File: config.mk
export PLATFORM = sky130hd
export DESIGN_NAME = down_timer
export DESIGN_NICKNAME = d
export VERILOG_FILES = /design/src/rtl/down_timer_pkg.sv /design/src/rtl/down_timer_prescaler.sv /design/src/rtl/down_timer.sv
export SDC_FILE = /design/constraint.sdc
export NUM_CORES = 1
export LEC_CHECK = 0
export ABC_AREA = 0
export BUFFER_PORTS_ARGS = -buffer_cell sky130_fd_sc_hd__buf_2
export CORE_UTILIZATION = 47
export CTS_CLUSTER_DIAMETER = 60
export CTS_CLUSTER_SIZE = 28
export DETAILED_ROUTE_END_ITERATION = 10
export GPL_TIMING_DRIVEN = 0
export HOLD_SLACK_MARGIN = 0.08
export PLACE_DENSITY = 0.73
export SYNTH_ARGS = -nofsm -noshare
export SYNTH_HDL_FRONTEND = slang
export SYNTH_SLANG_ARGS = --single-unit
File: constraint.sdc
create_clock -name clock -period 1.4 [get_ports clock]
set_input_delay 0.14 -clock clock [delete_from_list [all_inputs] [get_ports clock]]
set_output_delay 0.14 -clock clock [all_outputs]
set_load 0.005 [all_outputs]
File: src/rtl/down_timer_pkg.sv
// Shared state encoding and default widths for the down_timer block.
package down_timer_pkg;

  localparam int N_DEFAULT = 4;
  localparam int P_DEFAULT = 4;

  typedef enum logic [1:0] {
    IDLE   = 2'd0,
    RUN    = 2'd1,
    PAUSED = 2'd2
  } state_t;

endpackage

File: src/rtl/down_timer_prescaler.sv
// Tick generator: counts enabled cycles and emits a tick every prescale+1 of them.
module tick_prescaler #(
  parameter int P = 4
) (
  input  logic         clock,
  input  logic         reset,
  input  logic         clear,
  input  logic         enable,
  input  logic [P-1:0] prescale,
  output logic         tick
);

  logic [P-1:0] cnt;

  assign tick = enable && (cnt == prescale);

  // A disabled prescaler holds its phase so a pause resumes mid-period.
  always_ff @(posedge clock) begin
    if (reset || clear) begin
      cnt <= '0;
    end else if (enable) begin
      cnt <= tick ? '0 : cnt + 1'b1;
    end
  end

endmodule

File: src/rtl/down_timer.sv
// Loadable down-counting timer with prescaler, one-shot/periodic reload, pause and abort.
module down_timer
  import down_timer_pkg::*;
#(
  parameter int N = N_DEFAULT,
  parameter int P = P_DEFAULT
) (
  input  logic         clock,
  input  logic         reset,
  input  logic         start,
  input  logic         stop,
  input  logic         pause,
  input  logic         periodic,
  input  logic [N-1:0] load_value,
  input  logic [P-1:0] prescale,
  output logic [N-1:0] count,
  output logic         busy,
  output logic         expired
);

  localparam logic [N-1:0] ONE = N'(1);

  state_t       state_q, state_d;
  logic [N-1:0] count_d;
  logic [N-1:0] reload_q, reload_d;
  logic [P-1:0] prescale_q, prescale_d;
  logic         periodic_q, periodic_d;
  logic         expired_d;
  logic         psc_clear, psc_enable, tick;

  function automatic logic [N-1:0] dec_sat(input logic [N-1:0] value);
    return (value == '0) ? '0 : value - ONE;
  endfunction

  tick_prescaler #(.P(P)) u_prescaler (
    .clock    (clock),
    .reset    (reset),
    .clear    (psc_clear),
    .enable   (psc_enable),
    .prescale (prescale_q),
    .tick     (tick)
  );

  always_comb begin
    state_d    = state_q;
    count_d    = count;
    reload_d   = reload_q;
    prescale_d = prescale_q;
    periodic_d = periodic_q;
    expired_d  = 1'b0;
    psc_clear  = 1'b0;
    psc_enable = 1'b0;

    if (stop) begin
      state_d   = IDLE;
      psc_clear = 1'b1;
    end else if (start) begin
      // A restart discards any tick due this cycle, so a pending expiry is lost.
      psc_clear  = 1'b1;
      periodic_d = periodic;
      prescale_d = prescale;
      if (load_value != '0) begin
        count_d  = load_value;
        reload_d = load_value;
        state_d  = RUN;
      end else begin
        count_d   = '0;
        expired_d = 1'b1;
        state_d   = IDLE;
      end
    end else if (state_q == RUN || state_q == PAUSED) begin
      if (pause) begin
        state_d = PAUSED;
      end else begin
        state_d    = RUN;
        psc_enable = 1'b1;
        if (tick) begin
          if (count > ONE) begin
            count_d = dec_sat(count);
          end else begin
            expired_d = 1'b1;
            if (periodic_q) begin
              count_d = reload_q;
            end else begin
              count_d = '0;
              state_d = IDLE;
            end
          end
        end
      end
    end
  end

  always_ff @(posedge clock) begin
    if (reset) begin
      state_q <= IDLE;
      count   <= '0;
      busy    <= 1'b0;
      expired <= 1'b0;
    end else begin
      state_q <= state_d;
      count   <= count_d;
      busy    <= (state_d != IDLE);
      expired <= expired_d;
    end
  end

  // Start-sampled configuration; only meaningful once a start has been seen.
  always_ff @(posedge clock) begin
    reload_q   <= reload_d;
    prescale_q <= prescale_d;
    periodic_q <= periodic_d;
  end

endmodule

==> metrics.txt, run 1 <==
met2 usage 35.4%; hold wc startpoint pause; met1 Usage GRT 25.1%; die area 0.00234 mm²; most frequent cell after synthesis nor2_1; Cell Area, Placed 0.00113 mm²; CP top delay family compound AO/OA/AOI/OAI gates; num rows 16; max capacitance violation total 0; Port-buffer cells 18; setup TNS -0.111 ns; CTS tree built; clock slew at the register clock pins of the worst setup and hold paths 0.12 ns; status complete, but fails checks; hpwl dp 1380 µm; async set or reset register ratio after synthesis 0%; gr usage total 20.8%; failing checks setup timing; area growth from synthesis to layout 39.7%; largest net degree at the start of global routing 13; reg-to-reg startpoint state_q[0]; Yosys top cell by area edfxtp_1; vias per cell 5.39; Final GP Congestion 0.789; vias in the first global route 833; routed length per instance 13.2 µm; clk sink count 21; antenna-violating nets left 0; first-pass GRT wire length 3710 µm; number of DRC markers in iteration 0 18; core area 0.00200 mm²; die span in x 48.4 µm; antenna cell count 0; initial antenna violation count 0; leakage power 0.523 nW; final instance area 0.00141 mm²; endpoints failing hold 0; Initial Utilization 50.5%; worst-path maximum fanout 7; final number of setup-violating endpoints 4; number of flops mapped to enable cells by yosys 9; root buffer selected by CTS clkbuf_4; final worst setup slack -0.0419 ns; CTS Buf Count 3; relative max-transition margin 62.2%; Hold EP state_q[1]; top cells by count, synth nor2_1, dfxtp_1, edfxtp_1; Min-Delay Path Class in2reg; r2r endpoint count[0]; final wirelength 2160 µm; Synthesis Warnings 0; die height 48.4 µm; largest vdd supply drop 0.000847 V; clock skew 0.00224 ns; Worst R2R Path Depth 5; via count 879; Syn Nets 114; Tmin final 1.44 ns; CP Launch Type register; slowest CP cell dfxtp_4; PD cells 825 mW/mm²; worst-path cell chain xnor2_4 > or2_1 > buf_6 > o2111ai_1 > o41ai_4; layout cells sized above 1 32.4%; post-synth top area share 26.7%; Clk Latency, worst-skew pair 0.31 ns; Syn Area/Cell 10.2 µm²; cells after synthesis 99; Worst Tran Pin Value 0.567 ns; GRT met3 Usage 4.09%; Hold Path Depth 3; Worst Path Arrival 1.63 ns; DR DRC count 0; mapped cell area 0.00101 mm²; crit path kind reg2reg; synthesized flop and latch total 21; r2r setup slk -0.04 ns; final hold slack 0.150 ns; dominant synthesized flop cell dfxtp_1; 1st-pass router iterations 4; crit path capture type register; RSZ-0062 raised after global routing yes; CTS max path bufs 2; Final #Nets 152; post-synthesis cell type count 36; post-route clock period utilization 103%; I/O pins 20; GRT Residual Overflow 0; H-tree levels 1; Critical path buffers and inverters 1; Crit path largest cell delay 0.38 ns; Achievable Freq 694 MHz; top post-synthesis cells by area edfxtp_1, dfxtp_1, xnor2_1, nor2_1, nor3_1; Worst Path Required 1.59 ns; Slew Limit Fails 0; sequential-to-total area share from yosys stat 50.5%; gr busiest metal met2
cells by family after synthesis:
family	count (synthesis)	share of synthesized area, %
and+or+nand+nor	43	21.7
adders and majority gates	1	1.24
AOI/OAI and AO/OA	19	15.1
buffers and inverters	5	2.60
muxes	2	1.98
xor gates and xnor gates	8	6.93
DFF	21	50.5
state kept, by name, indices dropped and copies added, names as in the netlist:
signal           cells
expired              1
prescale_q           4
count                4
reload_q             4
state_q              2
busy                 1
u_prescaler.cnt      4
periodic_q           1
cell type report:
type	instances	area (µm²)
repair buffers	33	231
flip-flops and latches	21	519
inverters	2	7.51
plain buffers	3	18.8
clock inverters	1	5.00
well taps	27	33.8
fillers	154	589
clock buffers	3	22.5
multi-input cells	73	574
worst max-delay path by stage:
| stage | cells after the start | slack, ns | start | endpoint |
|---|---|---|---|---|
| after global placement | 6 | -0.20 | pause | busy |
| after global routing | 5 | -0.11 | prescale_q[3] | count[2] |
| after CTS | 5 | -0.02 | state_q[0] | count[3] |
| after detailed placement | 6 | -0.19 | pause | count[1] |
| final | 5 | -0.04 | state_q[0] | count[0] |
| after floorplan | 5 | 0.002 | pause | busy |
power breakdown:
part,internal (mW),switching (mW)
Sequential,0.665,0.0250
Clock,0.107,0.191
Combinational,0.0928,0.0851
Total,0.864,0.301
layout by cell type (no fill, tap or decap), drive strengths merged, types with 3 or more instances in the layout:
cell type / Yosys / final
nor3: 6 / 6
edfxtp: 9 / 9
nand3: 4 / 4
or3: 3 / 3
nand2: 7 / 7
dfxtp: 12 / 12
nor2: 13 / 13
xnor2: 8 / 8
buf: 1 / 24
clkbuf: 2 / 5
a21oi: 3 / 3
dlygate4sd3: 0 / 10
through the flow:
step | setup slack, ns | total power [mW] | util, % | std cells
4_1_cts | -0.0210 | 1.15 | 67.5 | 162
6_report | -0.0419 | 1.17 | 70.6 | 163
3_5_place_dp | -0.193 | 0.829 | 56.7 | 144
2_1_floorplan | 0.00182 | 0.778 | - | 99
3_3_place_gp | -0.198 | 0.825 | 56.7 | 144
5_1_grt | -0.109 | 1.22 | 70.6 | 163
routing by layer:
layer | vias up | routed length [µm]
met3 | 8 | 126
li1 | 441 | -
met4 | 0 | 51
met1 | 394 | 936
met5 | - | 0
met2 | 36 | 1040
worst min-delay path, cell delays in order:
cell and delay [ns]:
buf_2 0.12, o21ai_0 0.08, a21oi_1 0.08
what timing repair did:
item | CTS | global route
pin swaps | 3 | 2
endpoints found under the hold margin | 10 | 0
buffers inserted | 4 | 1
setup endpoints to repair | 10 | 10
hold buffers | 10 | 0
resized for setup | 11 | 9
No activity file was read; power rests on OpenSTA's default activity.
==> inputs of run 2 (changes only) <==
Settings changed: RECOVER_POWER from default to 50.
==> metrics.txt, run 2 (synthesis results as in run 1) <==
status complete, but fails checks; failing checks setup timing; 1st-pass router iterations 5 (+1); GRT Residual Overflow 0 (unchanged); Min-Delay Path Class in2reg; gr usage total 20.8% (unchanged); Crit path largest cell delay 0.38 ns (about the same); post-route clock period utilization 103% (+0.12 points); met2 usage 35.4% (unchanged); Worst Path Required 1.59 ns (about the same); largest net degree at the start of global routing 13 (unchanged); clk sink count 21 (unchanged); number of DRC markers in iteration 0 20 (+2); first-pass GRT wire length 3710 µm (unchanged); relative max-transition margin 62.9% (+0.70 points); routed length per instance 13.3 µm (+0.74%); CP Launch Type register; clock skew 0.00317 ns (+0.000928 ns); DR DRC count 0 (unchanged); GRT met3 Usage 4.09% (unchanged); final instance area 0.00141 mm² (-0.44%); commonest cells after routing, fill and taps aside nor2_1, buf_2, dlygate4sd3_1; leakage power 0.509 nW (-2.6%); gr busiest metal met2; largest vdd supply drop 0.000848 V (about the same); Initial Utilization 50.5% (unchanged); area growth from synthesis to layout 39.1%; CTS tree built; r2r setup slk -0.04 ns (about the same); crit path capture type register; worst slack at placement -0.193 ns (unchanged); Clk Latency, worst-skew pair 0.31 ns (about the same); initial antenna violation count 0 (unchanged); core area 0.00200 mm² (unchanged); antenna-violating nets left 0 (unchanged); Worst Tran Pin Value 0.556 ns (-0.0105 ns); RSZ-0062 raised after global routing yes; Final Power 1.16 mW (-0.13%); Final #Nets 152 (unchanged); Port-buffer cells 18 (unchanged); Hold Path Depth 3 (unchanged); die span in x 48.4 µm (unchanged); Slew Limit Fails 0 (unchanged); antenna cell count 0 (unchanged); crit path kind reg2reg; Tmin final 1.44 ns (+0.00169 ns); final number of setup-violating endpoints 4 (unchanged); worst-path maximum fanout 7 (unchanged); Achievable Freq 693 MHz (-0.12%); Final GP Congestion 0.789 (unchanged); final wirelength 2180 µm (+0.74%); final hold slack 0.151 ns (+0.00134 ns); Worst Path Arrival 1.63 ns (about the same); Cell Area, Placed 0.00113 mm² (unchanged); fin cells 163 (unchanged); num rows 16 (unchanged); H-tree levels 1 (unchanged); CTS Buf Count 3 (unchanged); hpwl dp 1380 µm (unchanged); clock slew at the register clock pins of the worst setup and hold paths 0.12 ns (about the same); root buffer selected by CTS clkbuf_4; placed cells 144 (unchanged); CTS max path bufs 2 (unchanged); met1 Usage GRT 25.1% (unchanged); slowest CP cell dfxtp_4; vias per cell 5.43 (+0.68%); die area 0.00234 mm² (unchanged); die height 48.4 µm (unchanged); I/O pins 20 (unchanged); endpoints failing hold 0 (unchanged); worst-path cell chain xnor2_4 > or2_1 > buf_6 > o2111ai_1 > o41ai_4; PD cells 828 mW/mm² (+0.31%); Worst R2R Path Depth 5 (unchanged); layout cells sized above 1 28.7% (-3.7 points); vias in the first global route 833 (unchanged); via count 885 (+0.68%); max capacitance violation total 0 (unchanged); final worst setup slack -0.0436 ns (-0.00169 ns)
[run 2: cell types whose count changed in the layout (fill, tap and decap cells not counted), sizes merged]
cell	previous run	this run
buf	24	19
clkbuf	5	10
[run 2: power breakdown]
group          switching, mW  internal, mW
clock network          0.191         0.107
registers             0.0254         0.665
logic                 0.0851        0.0907
total                  0.302         0.862
[run 2: what timing repair did]
| action | in CTS | in global routing |
|---|---|---|
| resized for setup | 11 | 9 |
| hold buffers | 10 | 0 |
| pin swaps | 3 | 2 |
| hold endpoints to repair | 10 | 0 |
| gates cloned | 0 | 0 |
| setup buffers | 4 | 1 |
| endpoints found under the setup margin | 10 | 10 |
[run 2: metal layers]
metal,vias to the layer above,routed length [µm]
li1,442,-
met1,402,947
met2,35,1050
met3,6,130
met4,0,50
met5,-,0
[run 2: worst paths after layout]
check                          start            endpoint
hold reg to reg   u_prescaler.cnt[1]  u_prescaler.cnt[1]
setup reg to reg          state_q[0]            count[0]
hold / removal                 pause          state_q[1]
setup / recovery          state_q[0]            count[0]
[run 2: cell type report]
type / instances / area (µm²)
plain buffers: 3 / 18.8
clock buffers: 3 / 22.5
clock inverters: 1 / 5.00
fillers: 159 / 596
inverters: 2 / 7.51
multi-input cells: 73 / 574
flip-flops and latches: 21 / 519
well taps: 27 / 33.8
repair buffers: 33 / 225
[run 2: through the flow]
stage | util [%] | TNS (ns)
after floorplan | - | 0
after global placement | 56.7 | -1.29
after detailed placement | 56.7 | -1.38
after CTS | 67.5 | -0.0429
after global routing | 70.3 | -0.466
final | 70.3 | -0.118
[run 2: worst max-delay path, delay by kind of cell (launching register included)]
family	cells	cell delay, ns
DFF	1	0.38
buffers and inverters	1	0.14
xor gates and xnor gates	1	0.15
AOI/OAI and AO/OA	2	0.42
and+or+nand+nor	1	0.22
